<file path="config.mk">
export PLATFORM = sky130hd
export DESIGN_NAME = retire_trace_fifo
export DESIGN_NICKNAME = d
export VERILOG_FILES = /design/src/rtl/trace_pkg.sv /design/src/rtl/trace_sync_fifo.sv /design/src/rtl/retire_trace_fifo.sv
export SDC_FILE = /design/constraint.sdc
export NUM_CORES = 2
export LEC_CHECK = 0
export CORE_ASPECT_RATIO = 1.2
export CORE_UTILIZATION = 57
export DETAILED_ROUTE_END_ITERATION = 10
export PLACE_DENSITY = 0.82
export SLEW_MARGIN = 40
export SYNTH_ARGS = -nofsm -noshare
export SYNTH_HDL_FRONTEND = slang
export SYNTH_HIERARCHICAL = 1
export SYNTH_SLANG_ARGS = --single-unit
export TNS_END_PERCENT = 5
</file>
<file path="constraint.sdc">
create_clock -name clk -period 22.5 [get_ports clk]
set_input_delay 3.375 -clock clk [delete_from_list [all_inputs] [get_ports clk]]
set_output_delay 3.375 -clock clk [all_outputs]
set_load 0.005 [all_outputs]
</file>
<file path="src/rtl/trace_pkg.sv">
// Shared types for the retire trace path.
//   XLEN           : data width of instruction words and registers
//   NREGS          : architectural registers (RV32E)
//   REG_AW         : register address width
//   retire_entry_t : one captured retire {instr, rd_we, rd_addr, rd_data}
//   regfile_t      : packed register file, reg i at [XLEN*i +: XLEN]
package trace_pkg;

  localparam int XLEN   = 32;
  localparam int NREGS  = 16;
  localparam int REG_AW = $clog2(NREGS);

  typedef struct packed {
    logic [XLEN-1:0]   instr;
    logic              rd_we;
    logic [REG_AW-1:0] rd_addr;
    logic [XLEN-1:0]   rd_data;
  } retire_entry_t;

  typedef logic [NREGS-1:0][XLEN-1:0] regfile_t;

  // True when the entry changes architectural state (x0 is hardwired to zero).
  function automatic logic writes_reg(input retire_entry_t e);
    return e.rd_we && (e.rd_addr != '0);
  endfunction

endpackage

</file>
<file path="src/rtl/trace_sync_fifo.sv">
// Generic synchronous FIFO with wrap-bit pointers.
//   clk, rst_n : clock, asynchronous active-low reset
//   clear      : synchronous flush, wins over push/pop
//   push/push_data : write an entry (caller guarantees !full or a same-cycle pop)
//   pop        : drop the head entry (caller guarantees !empty)
//   head       : entry at the read pointer, meaningful only when !empty
//   full, empty, count : occupancy status, count in 0..DEPTH
module trace_sync_fifo #(
  parameter int  DEPTH   = 8,
  parameter type entry_t = logic,
  localparam int AW      = $clog2(DEPTH)
) (
  input  logic   clk,
  input  logic   rst_n,
  input  logic   clear,
  input  logic   push,
  input  entry_t push_data,
  input  logic   pop,
  output entry_t head,
  output logic   full,
  output logic   empty,
  output logic [AW:0] count
);

  entry_t      mem [DEPTH];
  logic [AW:0] wr_ptr;
  logic [AW:0] rd_ptr;

  // NOTE: storage is deliberately not reset; the pointers define validity and
  // the consumer masks the head while empty, so a reset RAM would be wasted logic.
  always_ff @(posedge clk) begin
    if (push) mem[wr_ptr[AW-1:0]] <= push_data;
  end

  // NOTE: sequential state uses non-blocking assignments so every register
  // samples the pre-edge values regardless of statement order.
  always_ff @(posedge clk or negedge rst_n) begin
    if (!rst_n) begin
      wr_ptr <= '0;
      rd_ptr <= '0;
    end else if (clear) begin
      wr_ptr <= '0;
      rd_ptr <= '0;
    end else begin
      if (push) wr_ptr <= wr_ptr + 1'b1;
      if (pop)  rd_ptr <= rd_ptr + 1'b1;
    end
  end

  assign head  = mem[rd_ptr[AW-1:0]];
  assign empty = (wr_ptr == rd_ptr);
  assign full  = (wr_ptr[AW-1:0] == rd_ptr[AW-1:0]) && (wr_ptr[AW] != rd_ptr[AW]);
  assign count = wr_ptr - rd_ptr;

endmodule

</file>
<file path="src/rtl/retire_trace_fifo.sv">
// Retire trace buffer between the core's writeback point and the checker.
// Queues retired instructions, keeps a shadow RV32E register file, and shows
// one instruction at a time with the register state after it.
//   clk, rst_n      : clock, asynchronous active-low reset
//   clear_i         : synchronous clear of queue, shadow file, flags, counters
//   ret_*           : retire/writeback capture port
//   out_valid_o/out_ready_i : head handshake toward the checker
//   out_instr_o     : head instruction (0 when empty)
//   out_regs_o      : shadow file with the head writeback merged in
//   count_o         : occupancy
//   overflow_o      : sticky, a retire was dropped on a full queue
//   retired_cnt_o   : entries accepted, wraps modulo 2^32
module retire_trace_fifo
  import trace_pkg::*;
#(
  parameter int DEPTH = 8
) (
  input  logic                    clk,
  input  logic                    rst_n,
  input  logic                    clear_i,
  input  logic                    ret_valid_i,
  input  logic [XLEN-1:0]         ret_instr_i,
  input  logic                    ret_rd_we_i,
  input  logic [REG_AW-1:0]       ret_rd_addr_i,
  input  logic [XLEN-1:0]         ret_rd_data_i,
  output logic                    out_valid_o,
  input  logic                    out_ready_i,
  output logic [XLEN-1:0]         out_instr_o,
  output logic [NREGS*XLEN-1:0]   out_regs_o,
  output logic [$clog2(DEPTH):0]  count_o,
  output logic                    overflow_o,
  output logic [31:0]             retired_cnt_o
);

  retire_entry_t ret_entry;
  retire_entry_t head;
  regfile_t      shadow;
  regfile_t      merged;
  logic          full;
  logic          empty;
  logic          push;
  logic          pop;

  assign ret_entry = '{instr:   ret_instr_i,
                       rd_we:   ret_rd_we_i,
                       rd_addr: ret_rd_addr_i,
                       rd_data: ret_rd_data_i};

  assign pop  = !empty && out_ready_i;
  // A full queue still accepts a retire when the head leaves in the same cycle.
  assign push = ret_valid_i && (!full || pop);

  trace_sync_fifo #(
    .DEPTH   (DEPTH),
    .entry_t (retire_entry_t)
  ) u_fifo (
    .clk       (clk),
    .rst_n     (rst_n),
    .clear     (clear_i),
    .push      (push),
    .push_data (ret_entry),
    .pop       (pop),
    .head      (head),
    .full      (full),
    .empty     (empty),
    .count     (count_o)
  );

  // The head's writeback becomes architectural exactly when the checker takes it.
  always_ff @(posedge clk or negedge rst_n) begin
    if (!rst_n) begin
      shadow        <= '0;
      overflow_o    <= 1'b0;
      retired_cnt_o <= '0;
    end else if (clear_i) begin
      shadow        <= '0;
      overflow_o    <= 1'b0;
      retired_cnt_o <= '0;
    end else begin
      if (pop && writes_reg(head)) shadow[head.rd_addr] <= head.rd_data;
      if (push) retired_cnt_o <= retired_cnt_o + 32'd1;
      if (ret_valid_i && !push) overflow_o <= 1'b1;
    end
  end

  // NOTE: combinational outputs get a full default first so no path can
  // leave them unassigned and infer a latch.
  always_comb begin
    merged = shadow;
    if (!empty && writes_reg(head)) merged[head.rd_addr] = head.rd_data;
  end

  assign out_valid_o = !empty;
  assign out_instr_o = empty ? '0 : head.instr;
  assign out_regs_o  = merged;

endmodule

</file>
==> impl_metrics.yaml <==
power:
  power_density_nw_per_um2: 80.1
  switching_power_w: 0.00133
  seq_power_share_pct: 45.4
  p_leak_nw: 23.9
  swShare_pct: 27.5
  intPower_w: 0.00351
  clkPwrFrac_pct: 36.8
  ir_drop_uv: 79.5
  combPwrFrac_pct: 17.8
sta:
  finalCritPeriodShare_pct: 39.9
  drv_slew: 0
  fin_skew_ns: 0.0617
  fin_hold_ws_ns: 0.499
  rsz0062_at_grt: "no"
  finalSetupViolCount: 0
  layout_setup_ws_ns: 13.53
  hold_viol_final: 0
  slew_headroom_pct: 42.5
  worst_slew_pin_slew_ns: 0.863
  final.min_clock_period_ns: 8.97
  max_freq_ghz: 0.111
  finalSetupTns_ns: 0
logic_synthesis:
  synth_ff_type: "dfrtp_1"
  synth_edf_count: 552
  avgSynthCellArea_sq_um: 12.5
  synth_cell_types: 52
  syn_nets: 4064
  synth-seq-area-share_pct: 61.3
  yosys_warnings: 6
  mappedNetlistArea_sq_um: 49600
  ys_async_sr_fraction_pct: 50.0
  ys_ff_latch: 1105
  netlist_instances: 3983
placement:
  preCtsSetupSlack_ns: 13.98
  dp.final_hpwl_um: 91500
  io_buffers: 655
  gp_congestion: 0.856
  place_area_sq_um: 56800
layout:
  area_growth_pct: 21.7
  drive_gt1_share_pct: 18.3
  final_cell_area_sq_um: 60300
  final_nets: 4501
route:
  vias: 34603
  route.detailed.drc: 0
  routed_wl_um: 152000
  viasPerCell: 6.12
  wire_per_inst_um: 27.0
  detail-route-antenna-nets: 0
  firstDrtPassIters: 6
  drt-initial-drc-count: 4088
critical_path:
  cp-end-kind: "output pin"
  path_buf_inv: 3
  max_stage_delay_ns: 0.83
  critPathKind: "reg -> out"
  cp.required_ns: 19.12
  critPathSlowestCell: "dfrtp_4"
  crit_chain: "buf_6, mux4_2, nand2_1, nand2_1, nor2_2, and2b_1, nand2_2, buf_4, mux2_1, clkdlybuf4s50_1"
  start_kind: "register"
  cp_common_cell: "nand2_1"
  path_max_fanout: 41
  critPathTopFamily: "simple AND/OR/NAND/NOR gates"
  crit_arrival_ns: 5.59
cts:
  clkSinkCount: 1105
  root_buffer: "clkbuf_16"
  postCtsSetupRepairBufs: 0
  clk-insertion-delay-late_ns: 0.69
  cts-htree-levels: 3
  cts_buffers: 105
  tritoncts: "built"
  ctsHoldBuffers: 0
  cts_buffer_depth: 3
  postCtsResizedCells: 0
  path_clk_slew_ns: 0.07
die:
  placementRows: 118
  die_h_um: 325
  start_util_pct: 57.5
  coreArea_sq_um: 86200
  io_pins: 656
  die_x_um: 271
  die-area_sq_um: 88200
global_routing:
  grt_util_met3_pct: 7.51
  grt_antenna_before_repair: 12
  grt_util_met1_pct: 43.5
  grt_first_pass_wirelength_um: 225000
  top_usage_layer: "met2"
  grt_pass1_vias: 34478
  grtUsageTotal_pct: 34.2
  grt_max_degree: 188
  grt_use_met2_pct: 55.1
  grt-ovfl-total: 0
worst_hold_path:
  hp-class: "reg -> reg"
flow_run:
  max_cap_violations: 0
status:
  status: "completed"
## synthesized netlist by cell type (all sizes together) (7+ instances only)
cell type | number | share of area [%]
nand4 | 10 | 0.14
nand2 | 998 | 7.6
xnor2 | 7 | 0.12
and2 | 7 | 0.088
o21ai | 7 | 0.071
nor2 | 124 | 0.94
nand3 | 19 | 0.19
buf | 133 | 1.6
xor2 | 8 | 0.14
or4 | 16 | 0.25
mux4 | 138 | 6.3
and3 | 12 | 0.15
mux2i | 99 | 2.0
a21oi | 405 | 4.1
nor2b | 72 | 0.91
edfxtp | 552 | 33
clkbuf | 267 | 2.0
mux2 | 484 | 11
o31ai | 15 | 0.23
dfrtp | 553 | 28
inv | 11 | 0.083
## power groups by stage
| stage | Combinational, W | Sequential [W] | Clock (W) |
|---|---|---|---|
| global route | 0.000902 | 0.00220 | 0.00187 |
| global placement | 0.000825 | 0.00223 | 0 |
| detailed placement | 0.000844 | 0.00224 | 0 |
| finish | 0.000860 | 0.00220 | 0.00178 |
| CTS | 0.000853 | 0.00220 | 0.00179 |
| floorplan | 0.000472 | 0.00222 | 0 |
## sequential cells by signal, summed over array words and instances, names as in the netlist
| register | count |
|---|---|
| u_fifo/wr_ptr | 4 |
| u_fifo/rd_ptr | 4 |
| retired_cnt_o | 32 |
| u_fifo/mem | 552 |
| overflow_o | 1 |
| shadow | 512 |
## path summary, 6_finish.rpt
path,from,to,slack [ns],cells past startpoint
worst max-delay path,u_fifo/rd_ptr[0],out_regs_o[101],13.53,10
min in group asynchronous,rst_n,shadow[21],2.57,1
worst min register to register,shadow[0],shadow[0],0.50,1
worst max register to register,u_fifo/rd_ptr[1],u_fifo/mem[2][3],17.64,12
worst min-delay path,shadow[0],shadow[0],0.50,1
max in group asynchronous,rst_n,shadow[250],17.26,6
## final cells by class
type / instances / area (sq um)
Clock inverter: 44 / 497
Multi-Input combinational cell: 2466 / 17700
Fill cell: 5852 / 25900
Sequential cell: 1105 / 30400
Timing Repair Buffer: 730 / 7290
Inverter: 12 / 45.0
Clock buffer: 147 / 2970
Tap cell: 1140 / 1430
Antenna cell: 9 / 22.5
## cell usage in the layout (no fill, tap or decap), types with 9 or more instances in the layout
cell             synthesis  layout
a21oi_1                405     405
buf_4                   21      53
buf_6                   12      16
clkbuf_1               267      25
clkbuf_16                0     106
clkbuf_8                 0      16
clkdlybuf4s50_1          0     653
clkinv_1                 1      13
clkinv_2                 0      14
dfrtp_1                553     550
diode_2                  0       9
edfxtp_1               552     552
inv_1                    9       9
mux2_1                  97      97
mux2_2                 387     387
mux2i_1                 99      99
mux4_2                 138     138
nand2_1                998     983
nand2_4                  0       9
nand3_4                  0      10
nand4_1                  9       9
nor2_1                 124     116
nor2b_1                 72      70
o31ai_1                 15      15
or4_1                   15      15
## layer usage
layer,vias to the layer above,routed length (um)
li1,14834,-
met1,17500,56000
met2,1896,74400
met3,367,14400
met4,6,7650
met5,-,31
## logic make-up (layout without fill, tap and decap cells)
| family | count (synthesis) | count (layout) | share of synthesized area, % |
|---|---|---|---|
| other | 0 | 9 | 0 |
| XOR/XNOR | 15 | 15 | 0.265 |
| AO/OA/AOI/OAI | 438 | 438 | 4.59 |
| buffers and inverters | 412 | 933 | 3.70 |
| adder cells (fa/ha/maj) | 7 | 7 | 0.192 |
| multiplexers | 721 | 721 | 19.3 |
| flip-flops | 1105 | 1105 | 61.3 |
| AND/OR/NAND/NOR | 1285 | 1285 | 10.7 |
## metrics by stage
step / cells / utilization (%) / total power (W)
after floorplan: 3983 / - / 0.00269
after global placement: 5448 / 65.5 / 0.00306
after detailed placement: 5450 / 65.8 / 0.00308
after CTS: 5641 / 69.8 / 0.00484
after global routing: 5650 / 70.0 / 0.00497
final: 5653 / 70.0 / 0.00483
Power figures use the tool's default switching activity.
